### config.mk
export PLATFORM = sky130hd
export DESIGN_NAME = sfx_tone_driver
export DESIGN_NICKNAME = d
export VERILOG_FILES = /design/src/rtl/sfx_tone_driver.sv
export SDC_FILE = /design/constraint.sdc
export NUM_CORES = 1
export LEC_CHECK = 0
export ABC_AREA = 0
export CAP_MARGIN = 30
export CORE_MARGIN = 3
export CORE_UTILIZATION = 40
export CTS_CLUSTER_DIAMETER = 50
export DETAILED_ROUTE_END_ITERATION = 16
export DONT_BUFFER_PORTS = 1
export GPL_TIMING_DRIVEN = 0
export HOLD_SLACK_MARGIN = 0.12
export PLACE_DENSITY = 0.61
export SETUP_SLACK_MARGIN = 0.2
export SYNTH_ARGS = -nofsm -noshare
export SYNTH_HDL_FRONTEND = slang
export SYNTH_SLANG_ARGS = --single-unit
export TNS_END_PERCENT = 10
### constraint.sdc
create_clock -name clk -period 2.9 [get_ports clk]
set_input_delay 0 -clock clk [delete_from_list [all_inputs] [get_ports clk]]
set_output_delay 0 -clock clk [all_outputs]
set_load 0.01 [all_outputs]
### src/rtl/sfx_tone_driver.sv
`default_nettype none
// ============================================================================
// Module   : sfx_tone_driver
// Brief    : Turns one-shot jump/death game events into square-wave buzzer tone
//            bursts; note lengths in frame ticks, pitch in clk cycles.
// Config   : SFX_SCORE_CHIME_EN adds the score_trig input and a CHIME note.
// Revision : 1.0 - initial release
// ============================================================================
module sfx_tone_driver #(
    parameter int HALF_W      = 8,
    parameter int JUMP_HALF   = 50,
    parameter int DIE_HALF_A  = 120,
    parameter int DIE_HALF_B  = 200,
    parameter int JUMP_TICKS  = 6,
    parameter int DIE_TICKS   = 15
`ifdef SFX_SCORE_CHIME_EN
   ,parameter int CHIME_HALF  = 30,
    parameter int CHIME_TICKS = 3
`endif
) (
    input  logic clk,
    input  logic rst,
    input  logic tick_en,
    input  logic jump_trig,
    input  logic die_trig,
`ifdef SFX_SCORE_CHIME_EN
    input  logic score_trig,
`endif
    input  logic mute,
    output logic audio_out,
    output logic busy
);

`ifdef SFX_SCORE_CHIME_EN
    localparam int c_SW = 3;
`else
    localparam int c_SW = 2;
`endif

    localparam logic [c_SW-1:0] c_IDLE  = c_SW'(0);
    localparam logic [c_SW-1:0] c_JUMP  = c_SW'(1);
    localparam logic [c_SW-1:0] c_DIE_A = c_SW'(2);
    localparam logic [c_SW-1:0] c_DIE_B = c_SW'(3);
`ifdef SFX_SCORE_CHIME_EN
    localparam logic [c_SW-1:0] c_CHIME = c_SW'(4);
`endif

    localparam logic [3:0]        c_JUMP_TICKS = 4'(JUMP_TICKS);
    localparam logic [3:0]        c_DIE_TICKS  = 4'(DIE_TICKS);
    localparam logic [HALF_W-1:0] c_JUMP_HM1   = HALF_W'(JUMP_HALF - 1);
    localparam logic [HALF_W-1:0] c_DIE_A_HM1  = HALF_W'(DIE_HALF_A - 1);
    localparam logic [HALF_W-1:0] c_DIE_B_HM1  = HALF_W'(DIE_HALF_B - 1);
`ifdef SFX_SCORE_CHIME_EN
    localparam logic [3:0]        c_CHIME_TICKS = 4'(CHIME_TICKS);
    localparam logic [HALF_W-1:0] c_CHIME_HM1   = HALF_W'(CHIME_HALF - 1);
`endif

    logic [c_SW-1:0]   r_state;
    logic [c_SW-1:0]   w_state_nxt;
    logic [3:0]        r_dur;
    logic [3:0]        w_dur_nxt;
    logic [HALF_W-1:0] r_half_cnt;
    logic [HALF_W-1:0] w_half_nxt;
    logic [HALF_W-1:0] w_half_m1;
    logic              r_tone;
    logic              w_tone_nxt;
    logic              w_entry;
    logic              w_active_nxt;
    logic              r_jump_q;
    logic              r_die_q;
    logic              r_busy;
    logic              r_audio;
    logic              w_rise_jump;
    logic              w_rise_die;
`ifdef SFX_SCORE_CHIME_EN
    logic              r_score_q;
    logic              w_rise_score;
    assign w_rise_score = score_trig & ~r_score_q;
`endif

    assign w_rise_jump  = jump_trig & ~r_jump_q;
    assign w_rise_die   = die_trig & ~r_die_q;
    assign w_active_nxt = (w_state_nxt != c_IDLE);
    assign busy         = r_busy;
    assign audio_out    = r_audio;

    // A trigger always beats a tick in the same cycle, so a fresh note gets its full length.
    always_comb begin
        w_state_nxt = r_state;
        w_dur_nxt   = r_dur;
        w_entry     = 1'b0;
        if (w_rise_die) begin
            w_state_nxt = c_DIE_A;
            w_dur_nxt   = c_DIE_TICKS;
            w_entry     = 1'b1;
        end else if (w_rise_jump && (r_state == c_IDLE || r_state == c_JUMP)) begin
            w_state_nxt = c_JUMP;
            w_dur_nxt   = c_JUMP_TICKS;
            w_entry     = 1'b1;
`ifdef SFX_SCORE_CHIME_EN
        end else if (w_rise_score && (r_state == c_IDLE || r_state == c_CHIME)) begin
            w_state_nxt = c_CHIME;
            w_dur_nxt   = c_CHIME_TICKS;
            w_entry     = 1'b1;
`endif
        end else if (tick_en && r_state != c_IDLE) begin
            if (r_dur == 4'd1) begin
                if (r_state == c_DIE_A) begin
                    w_state_nxt = c_DIE_B;
                    w_dur_nxt   = c_DIE_TICKS;
                    w_entry     = 1'b1;
                end else begin
                    w_state_nxt = c_IDLE;
                    w_dur_nxt   = 4'd0;
                end
            end else begin
                w_dur_nxt = r_dur - 4'd1;
            end
        end
    end

    always_comb begin
        w_half_m1 = '0;
        case (w_state_nxt)
            c_JUMP:  w_half_m1 = c_JUMP_HM1;
            c_DIE_A: w_half_m1 = c_DIE_A_HM1;
            c_DIE_B: w_half_m1 = c_DIE_B_HM1;
`ifdef SFX_SCORE_CHIME_EN
            c_CHIME: w_half_m1 = c_CHIME_HM1;
`endif
            default: w_half_m1 = '0;
        endcase
    end

    // Every note starts low with a full half-period, giving a clean phase on retrigger.
    always_comb begin
        w_tone_nxt = r_tone;
        w_half_nxt = r_half_cnt;
        if (!w_active_nxt) begin
            w_tone_nxt = 1'b0;
            w_half_nxt = '0;
        end else if (w_entry) begin
            w_tone_nxt = 1'b0;
            w_half_nxt = w_half_m1;
        end else if (r_half_cnt == '0) begin
            w_tone_nxt = ~r_tone;
            w_half_nxt = w_half_m1;
        end else begin
            w_half_nxt = r_half_cnt - 1'b1;
        end
    end

    always_ff @(posedge clk or posedge rst) begin
        if (rst) begin
            r_state    <= c_IDLE;
            r_dur      <= 4'd0;
            r_half_cnt <= '0;
            r_tone     <= 1'b0;
            r_jump_q   <= 1'b0;
            r_die_q    <= 1'b0;
`ifdef SFX_SCORE_CHIME_EN
            r_score_q  <= 1'b0;
`endif
            r_busy     <= 1'b0;
            r_audio    <= 1'b0;
        end else begin
            r_state    <= w_state_nxt;
            r_dur      <= w_dur_nxt;
            r_half_cnt <= w_half_nxt;
            r_tone     <= w_tone_nxt;
            r_jump_q   <= jump_trig;
            r_die_q    <= die_trig;
`ifdef SFX_SCORE_CHIME_EN
            r_score_q  <= score_trig;
`endif
            r_busy     <= w_active_nxt;
            r_audio    <= w_tone_nxt & w_active_nxt & ~mute;
        end
    end

endmodule
`default_nettype wire
---- After elaboration in Yosys (flattened, before gate mapping) ----
Index checks and enable logic that the tools add are counted.
word-level totals
  word-level logic and storage cells ...... 54
  bits in registers ....................... 19
  input bits .............................. 6
  output and inout bits ................... 2
cells by class
  bitwise operators ....................... 8
  multiplexer cells ....................... 22
  reduce and logical (&&, ||, !) cells .... 8
  add/subtract/negate cells ............... 2
  eq/ne operators ......................... 6
operator list
  cell                   number
  $mux W8                3
  $pmux W8 S3            1
  $mux W4                5
  $mux W2                5
  $logic_not A8 Y1       1
  $mux W1                8
  $sub A8 B1 Y8 const B  1
  $eq A2 B2 Y1 const B   3
  $and A1 B1 Y1          4
  $eq A2 B1 Y1 const B   2
  $eq A4 B1 Y1 const B   1
  $not A1 Y1             4
  $reduce_bool A2 Y1     2
  $sub A4 B1 Y4 const B  1
  $reduce_bool A3 Y1     1
  $logic_and A1 B1 Y1    2
  $logic_not A2 Y1       1
  $logic_or A1 B1 Y1     1

---- Logic depth before layout (Yosys ltp) ----
Gate-level depths: netlist (run 1).
  depth in word-level cells ............... 11
  gate-level depth with buffers ........... 12
  gate-level depth less buffers ........... 11

---- Least setup slack after synthesis (run 1) ----
Ideal clock, no wire load.
  kind .................................... reg-to-reg
  start ................................... register r_dur[1]
  end ..................................... register r_half_cnt[5]
  path buffers ............................ 1
  required time ........................... 2823 ps
  period minus slack after synthesis ...... 2243 ps
  arrival ................................. 2166 ps
  library setup time ...................... 77 ps
  setup slack ............................. 657 ps
  cell stages (with the launch flop) ...... 11
  path through ............................ dfrtp_1 -> inv_1 -> ha_1 -> nor4bb_1 -> a21oi_1 -> a21oi_1 -> inv_1 -> ha_1 -> clkbuf_1 -> o31a_1 -> a21oi_1
on the way
  longest elaborated chain between the ends .. 10
  elaborated cells between the ends (all ways) .. 17
  classes of those cells .................. eq/ne (4); mux (12); reduce/logical (1)
ends and longest elaborated chain
  item                                          line  text
  start: declaration                            60    logic [3:0] r_dur;
  start signal: assignment                      168   r_dur <= w_dur_nxt;
  $eq A4 B1 Y1 (*)                              107   if (r_dur == 4'd1) begin
  $mux W2 (*)                                   107
  $mux W2 (*)                                   106   end else if (tick_en && r_state != c_IDLE) begin
  $mux W2 (*)                                   96    end else if (w_rise_jump && (r_state == c_IDLE || r_state == c_JUMP)) begin
  $mux W2 (*)                                   92    if (w_rise_die) begin
  named net w_state_nxt[0]                      59    logic [c_SW-1:0] w_state_nxt;
  $eq A2 B2 Y1 or $eq A2 B1 Y1 (tied branches)  124   case (w_state_nxt)
  $pmux W8 S3                                   124
  $mux W8                                       145   end else if (r_half_cnt == '0) begin
  $mux W8                                       142   end else if (w_entry) begin
  $mux W8 (*)                                   139   if (!w_active_nxt) begin
  named net w_half_nxt[5]                       63    logic [HALF_W-1:0] w_half_nxt;
  end signal: assignment                        169   r_half_cnt <= w_half_nxt;
  end: declaration                              62    logic [HALF_W-1:0] r_half_cnt;
Mark *: on every way through the listed nets, which the timed path passes. The rest lies on a longest branch.
A chain may end at the register's enable or synchronous reset.

---- Worst setup path in the final report (run 1) ----
Ends and elaborated chain as after synthesis.

==> results of run 1 <==
[where the power goes]
part / total [mW] / internal (mW) / switching (mW) / leakage (nW)
Sequential: 0.395 / 0.320 / 0.0752 / 0.209
Combinational: 0.200 / 0.112 / 0.0882 / 0.252
Clock: 0.138 / 0.0536 / 0.0844 / 0.0150
[metal layers]
metal  vias up  wire (um)
li1        416          -
met1       417       1090
met2        14        972
met3         4         51
met4         0         32
met5         -          0
[timing repair]
| item | CTS | global route |
|---|---|---|
| hold endpoints to repair | 27 | 1 |
| hold buffers | 5 | 1 |
| endpoints found under the setup margin | 0 | 3 |
| resized for setup | 0 | 4 |
[placed cells by master, fill, tap and decap left out, types with 2 or more instances in the layout]
cell type	instances
sky130_fd_sc_hd__dlygate4sd3_1	6
sky130_fd_sc_hd__xnor2_1	5
sky130_fd_sc_hd__inv_1	8
sky130_fd_sc_hd__nor3_1	3
sky130_fd_sc_hd__a211oi_1	2
sky130_fd_sc_hd__nor3b_1	3
sky130_fd_sc_hd__nor2_1	6
sky130_fd_sc_hd__o21ba_2	2
sky130_fd_sc_hd__dfrtp_1	19
sky130_fd_sc_hd__clkbuf_2	2
sky130_fd_sc_hd__nand2b_1	2
sky130_fd_sc_hd__ha_1	7
sky130_fd_sc_hd__a21oi_1	4
sky130_fd_sc_hd__or2_2	2
sky130_fd_sc_hd__nor4_1	3
sky130_fd_sc_hd__a221oi_1	2
sky130_fd_sc_hd__o31a_1	2
sky130_fd_sc_hd__clkbuf_4	3
sky130_fd_sc_hd__nor2b_1	3
sky130_fd_sc_hd__o21a_1	2
sky130_fd_sc_hd__o21ai_0	6
sky130_fd_sc_hd__nand2_1	8
[critical path, cell delays in order (launching register included)]
cell and delay, ns:
sky130_fd_sc_hd__dfrtp_1 0.43, sky130_fd_sc_hd__inv_1 0.09, sky130_fd_sc_hd__ha_1 0.21, sky130_fd_sc_hd__nor4bb_2 0.36, sky130_fd_sc_hd__a21oi_1 0.15, sky130_fd_sc_hd__a21oi_2 0.22, sky130_fd_sc_hd__inv_1 0.08, sky130_fd_sc_hd__ha_1 0.19
sky130_fd_sc_hd__clkbuf_2 0.18, sky130_fd_sc_hd__o31a_1 0.36, sky130_fd_sc_hd__a21oi_1 0.15
[worst paths after layout]
check | from | to | slack (ns) | cells past startpoint
max | r_dur[1] | r_half_cnt[5] | 0.42 | 10
min | tick_en | r_state[1] | 0.17 | 4
max reg2reg | r_dur[1] | r_half_cnt[5] | 0.42 | 10
min reg2reg | r_tone | r_tone | 0.57 | 2
max in group asynchronous | rst | r_dur[2] | 2.18 | 2
min in group asynchronous | rst | audio_out | 0.25 | 2
[flip-flops by register name, indices dropped and copies added (netlist names)]
register / count
r_jump_q: 1
r_half_cnt: 8
r_state: 2
r_dur: 4
busy: 1
r_tone: 1
audio_out: 1
r_die_q: 1
[cell families (layout without fill, tap and decap cells)]
family          after synthesis  in the layout  share of synthesized area
flops                        19             19                      0.430
xor+xnor                      6              6                     0.0476
fa+ha+maj                     7              7                     0.0793
compound gates               28             28                      0.187
simple gates                 39             39                      0.212
buf+inv                      10             20                     0.0351
mux                           1              1                    0.00906
[metrics by stage]
| stage | cells | util |
|---|---|---|
| after floorplan | 110 | - |
| after global placement | 140 | 0.449 |
| after detailed placement | 140 | 0.449 |
| after CTS | 149 | 0.479 |
| after global routing | 150 | 0.487 |
| final | 150 | 0.487 |
[final cells by class]
| class | count | share of cell area |
|---|---|---|
| multi-input cells | 81 | 0.484 |
| well taps | 30 | 0.0303 |
| inverters | 8 | 0.0242 |
| plain buffers | 2 | 0.00807 |
| flip-flops and latches | 19 | 0.383 |
| clock buffers | 4 | 0.0212 |
| repair buffers | 6 | 0.0484 |
==> results.yml, run 1 <==
pwr:
  total_power_uw: 733
  leakagePower_nw: 0.476
  power.density_cell_area_nw_per_um2: 591
  vdd_ir_drop_max_mv: 0.317
floorplanning:
  die_area_sq_um: 3430
  start_util: 0.434
  rows: 18
  coreArea_sq_um: 2540
  chipHeight_um: 58.6
  boundaryPins: 8
  die_w_um: 58.6
cts:
  post-cts-setup-buffers: 0
  clkLatencyLatePin_ns: 0.30
  number_of_sinks_handled_by_clock_tree_synthesis: 19
  cts.root.buffer_cell: "sky130_fd_sc_hd__clkbuf_4"
  cts.path.max_buffers: 2
  ctsHtreeMaxLevel: 1
  clk_slew_on_worst_s_h_paths_ns: 0.12
  tritoncts_clock_tree: "done"
  cts_bufs_inserted: 3
synthesis:
  synth_most_common_cell: "sky130_fd_sc_hd__dfrtp_1"
  netlist_area_sq_um: 1100
  synth_enable_flop_cells: 0
  syn_avg_cell_area_sq_um: 10.0
  ys_seq_area_frac: 0.430
  ys_top_cells_by_area: "sky130_fd_sc_hd__dfrtp_1 43%, sky130_fd_sc_hd__ha_1 7.9%, sky130_fd_sc_hd__xnor2_1 4.0%, sky130_fd_sc_hd__o21ai_0 2.7%, sky130_fd_sc_hd__inv_1 2.7%"
  synth.yosys.warnings: 0
  post-synth-top-area-fraction: 0.430
  synth_cell_types: 39
  synthFlopType: "sky130_fd_sc_hd__dfrtp_1"
  syn-num-nets: 123
  netlist_top_cells_count: "19 x sky130_fd_sc_hd__dfrtp_1, 8 x sky130_fd_sc_hd__inv_1, 8 x sky130_fd_sc_hd__nand2_1"
  yosys_register_bits: 19
  netlist.top_cell.by_area: "sky130_fd_sc_hd__dfrtp_1"
  syn-instance-count: 110
  synth_async_sr_flop_share: 1.00
place:
  place_congestion: 0.821
  io_buffers: 0
  dp_worst_setup_slack_ns: 0.268
  post-dp-hpwl_um: 1550
  placed_area_sq_um: 1140
global_routing:
  global_route.usage.total: 0.143
  globalRouteMet1Util: 0.200
  grt.met2_usage: 0.225
  first_global_vias: 857
  grt_pass1_wl_um: 3830
  initial_antenna_violation_count: 0
  met3_routing_resource_usage_after_global_routing: 0.0197
  global_route.overflow_total: 0
  grt_start_max_net_pins: 20
  global_route_layer_with_the_greatest_usage: "met2"
layout:
  areaGrowthSynthToFinish_pct: 12.2
  num-nets-final: 134
  multi_input_area_sq_um: 601
  filler_cell_count: 242
  design_area_sq_um: 1240
  layout-drive-gt1-share: 0.142
  n_antenna_cell: 0
  layout.area.seq_sq_um: 475
drt:
  detailedRoute.firstPassIterationCount: 4
  detail_route.vias_per_cell: 5.67
  post_drt_wl_per_cell_um: 14.3
  drt_iter0_markers: 11
  antenna_violating_nets_post_route: 0
  routed-via-count: 851
  postRouteWirelength_um: 2150
  drc: 0
timing:
  clock.fmax_mhz: 403
  tightest_slew_ns: 0.730
  finalMaxSlewViolations: 0
  setup-violations-final: 0
  worst_clock_skew_ns: 0.0108
  setup_repair_after_global_routing_missed_its_margin: "false"
  worst_hold_slack_ns: 0.167
  finalCritPeriodShare: 0.856
  hold_viol_final: 0
  setup_tns_ns: 0
  maxSlewHeadroom: 0.512
  postLayoutSetupSlackWorst_ns: 0.417
  fin_crit_ns: 2.48
worst_setup_path:
  worst-endpoint-required_ns: 3.13
  critical_path_arrival_ns: 2.72
  cp_max_fo: 9
  cp-end-kind: "register"
  crit_path_kind: "reg -> reg"
  critical_path.startpoint_type: "register"
flow_run:
  drv_cap: 0
run_status:
  status: "complete, no violations"
worst_hold_path:
  hold_class: "in -> reg"
Power figures use the tool's default switching activity.
==> inputs of run 2 (changes only) <==
Settings changed: ABC_AREA 0 to 1.
==> results.yml, run 2 <==
synthesis:
  post_synth_adder_cell_area: 0.0674
  dominant_combinational_cell_family_by_area_after_synthesis: "simple AND/OR/NAND/NOR gates"
  synth.yosys.warnings: 0
  synthFlopType: "sky130_fd_sc_hd__dfrtp_1"
  netlist_top_cells_count: "32 x sky130_fd_sc_hd__nand2_1, 22 x sky130_fd_sc_hd__inv_1, 19 x sky130_fd_sc_hd__dfrtp_1, 19 x sky130_fd_sc_hd__nor2_1"
  synth_compound_area_frac: 0.0530
  netlist.top_cell.by_area: "sky130_fd_sc_hd__dfrtp_1"
  syn-instance-count: 161
  syn_avg_cell_area_sq_um: 8.07
  synth_cell_types: 25
  synth_mux_area_frac: 0
  synth_most_common_cell: "sky130_fd_sc_hd__nand2_1"
  yosys_register_bits: 19
  synth_enable_flop_cells: 0
  synth_async_sr_flop_share: 1.00
  post-synth-top-area-fraction: 0.366
  post_synth_and_or_nand_nor_area_fraction: 0.389
  syn-num-nets: 174
  netlist_area_sq_um: 1300
  synthXorXnorAreaFrac: 0.0337
  ys_top_cells_by_area: "sky130_fd_sc_hd__dfrtp_1 37%, sky130_fd_sc_hd__nand2_1 9.2%, sky130_fd_sc_hd__ha_1 6.7%, sky130_fd_sc_hd__inv_1 6.4%, sky130_fd_sc_hd__nor2_1 5.5%"
  ys_seq_area_frac: 0.366
cts:
  cts_bufs_inserted: 3
  tritoncts_clock_tree: "done"
  post_cts_resized: 0
  cts.root.buffer_cell: "sky130_fd_sc_hd__clkbuf_4"
  ctsHtreeMaxLevel: 1
  holdBufCountCts: 5
  clk_slew_on_worst_s_h_paths_ns: 0.12
  clkLatencyLatePin_ns: 0.31
  number_of_sinks_handled_by_clock_tree_synthesis: 19
  post-cts-setup-buffers: 0
  cts.path.max_buffers: 2
worst_setup_path:
  critical_path.startpoint_type: "register"
  crit_path_kind: "reg -> reg"
  cp_max_fo: 6
  cp-end-kind: "register"
  critical_path_arrival_ns: 2.36
  worst-endpoint-required_ns: 3.15
drt:
  drt_iter0_markers: 57
  drc: 0
  routed-via-count: 996
  postRouteWirelength_um: 2240
  antenna_violating_nets_post_route: 0
  detailedRoute.firstPassIterationCount: 3
  detail_route.vias_per_cell: 4.65
  post_drt_wl_per_cell_um: 10.4
global_routing:
  first_global_vias: 907
  grt_start_max_net_pins: 20
  global_route.usage.total: 0.127
  initial_antenna_violation_count: 0
  grt_pass1_wl_um: 3970
  global_route.overflow_total: 0
pwr:
  cellInternalPower_uw: 481
  seqPwrFrac: 0.466
  clockPowerShare: 0.180
  power.net_switching_uw: 314
  power.density_cell_area_nw_per_um2: 555
  total_power_uw: 795
  share_comb_of_total_power: 0.354
  leakagePower_nw: 0.760
  sw_frac_of_total: 0.395
  vdd_ir_drop_max_mv: 0.216
layout:
  largest_register_ffs: 8
  n_antenna_cell: 0
  areaGrowthSynthToFinish_pct: 10.2
  regMostFlops: "r_half_cnt"
  instances_no_fill: 214
  num-nets-final: 184
  layout-drive-gt1-share: 0.200
  layout.cells.most_common: "sky130_fd_sc_hd__nand2_1"
  reg_top3: "r_half_cnt (8), r_dur (4), r_state (2)"
  most-common-layout-cells: "32 x sky130_fd_sc_hd__nand2_1, 22 x sky130_fd_sc_hd__inv_1, 19 x sky130_fd_sc_hd__nor2_1, 19 x sky130_fd_sc_hd__dfrtp_1"
floorplanning:
  coreArea_sq_um: 3080
  die_w_um: 63.0
  boundaryPins: 8
  die_area_sq_um: 3970
  chipHeight_um: 63.0
  start_util: 0.422
  rows: 20
timing:
  maxSlewHeadroom: 0.487
  hold_viol_final: 0
  worst_hold_slack_ns: 0.255
  finalMaxSlewViolations: 0
  finalCritPeriodShare: 0.730
  fin_crit_ns: 2.12
  setup_tns_ns: 0
  clock.fmax_mhz: 472
  worst_clock_skew_ns: 0.0109
  tightest_slew_ns: 0.769
  postLayoutSetupSlackWorst_ns: 0.783
  setup-violations-final: 0
  setup_repair_after_global_routing_missed_its_margin: "false"
place:
  place_congestion: 0.805
  place.detailed.instances: 205
  io_buffers: 0
  post-dp-hpwl_um: 1710
  dp_worst_setup_slack_ns: 0.796
flow_run:
  drv_cap: 0
worst_hold_path:
  hold_class: "in -> async"
run_status:
  status: "complete, no violations"
run 2: final timing paths:
path                          start             to  slack, ns  cells after the start
max                        r_dur[1]  r_half_cnt[5]       0.78                     13
min                             rst      audio_out       0.26                      2
max reg2reg                r_dur[1]  r_half_cnt[5]       0.78                     13
min reg2reg                  r_tone         r_tone       0.58                      2
max in group asynchronous       rst           busy       2.16                      2
min in group clk           die_trig        r_die_q       0.27                      1
run 2: layer usage:
| metal | vias to the layer above | track usage | routed length [um] |
|---|---|---|---|
| met5 | - | 0 | 0 |
| met4 | 0 | 0.0496 | 23 |
| met3 | 4 | 0.0270 | 49 |
| met2 | 8 | 0.202 | 1020 |
| met1 | 459 | 0.167 | 1140 |
| li1 | 525 | - | - |
run 2: layout make-up:
class | count | area (sq um)
fillers | 312 | 1650
multi-input cells | 114 | 706
flip-flops and latches | 19 | 475
inverters | 28 | 118
well taps | 44 | 55.1
repair buffers | 5 | 50.0
clock buffers | 3 | 22.5
clock inverters | 1 | 5.00
run 2: logic make-up after synthesis:
family          count (synthesis)
simple gates                   90
buf+inv                        28
flops                          19
compound gates                 12
fa+ha+maj                       7
xor+xnor                        5
run 2: worst max-delay path, stage by stage, from the launching register on:
cell	delay [ns]
sky130_fd_sc_hd__dfrtp_1	0.39
sky130_fd_sc_hd__inv_1	0.13
sky130_fd_sc_hd__ha_1	0.23
sky130_fd_sc_hd__nand3_4	0.12
sky130_fd_sc_hd__nor2_4	0.13
sky130_fd_sc_hd__nand2_4	0.10
sky130_fd_sc_hd__o211ai_1	0.11
sky130_fd_sc_hd__nand2_2	0.11
sky130_fd_sc_hd__ha_1	0.20
sky130_fd_sc_hd__inv_1	0.18
sky130_fd_sc_hd__nand3_4	0.13
sky130_fd_sc_hd__nand2_2	0.08
sky130_fd_sc_hd__nand2_1	0.07
sky130_fd_sc_hd__nor2_2	0.07
run 2: power by group through the flow:
stage | Combinational (mW) | Sequential (mW) | Clock, mW
floorplan | 0.236 | 0.363 | 0
global placement | 0.270 | 0.374 | 0
detailed placement | 0.278 | 0.373 | 0
CTS | 0.284 | 0.369 | 0.144
global route | 0.336 | 0.374 | 0.161
finish | 0.282 | 0.370 | 0.143
run 2: stage by stage:
stage | area, sq um | util
CTS | 1430 | 0.465
global route | 1430 | 0.465
finish | 1430 | 0.465
detailed placement | 1350 | 0.440
global placement | 1350 | 0.440
floorplan | 1300 | -
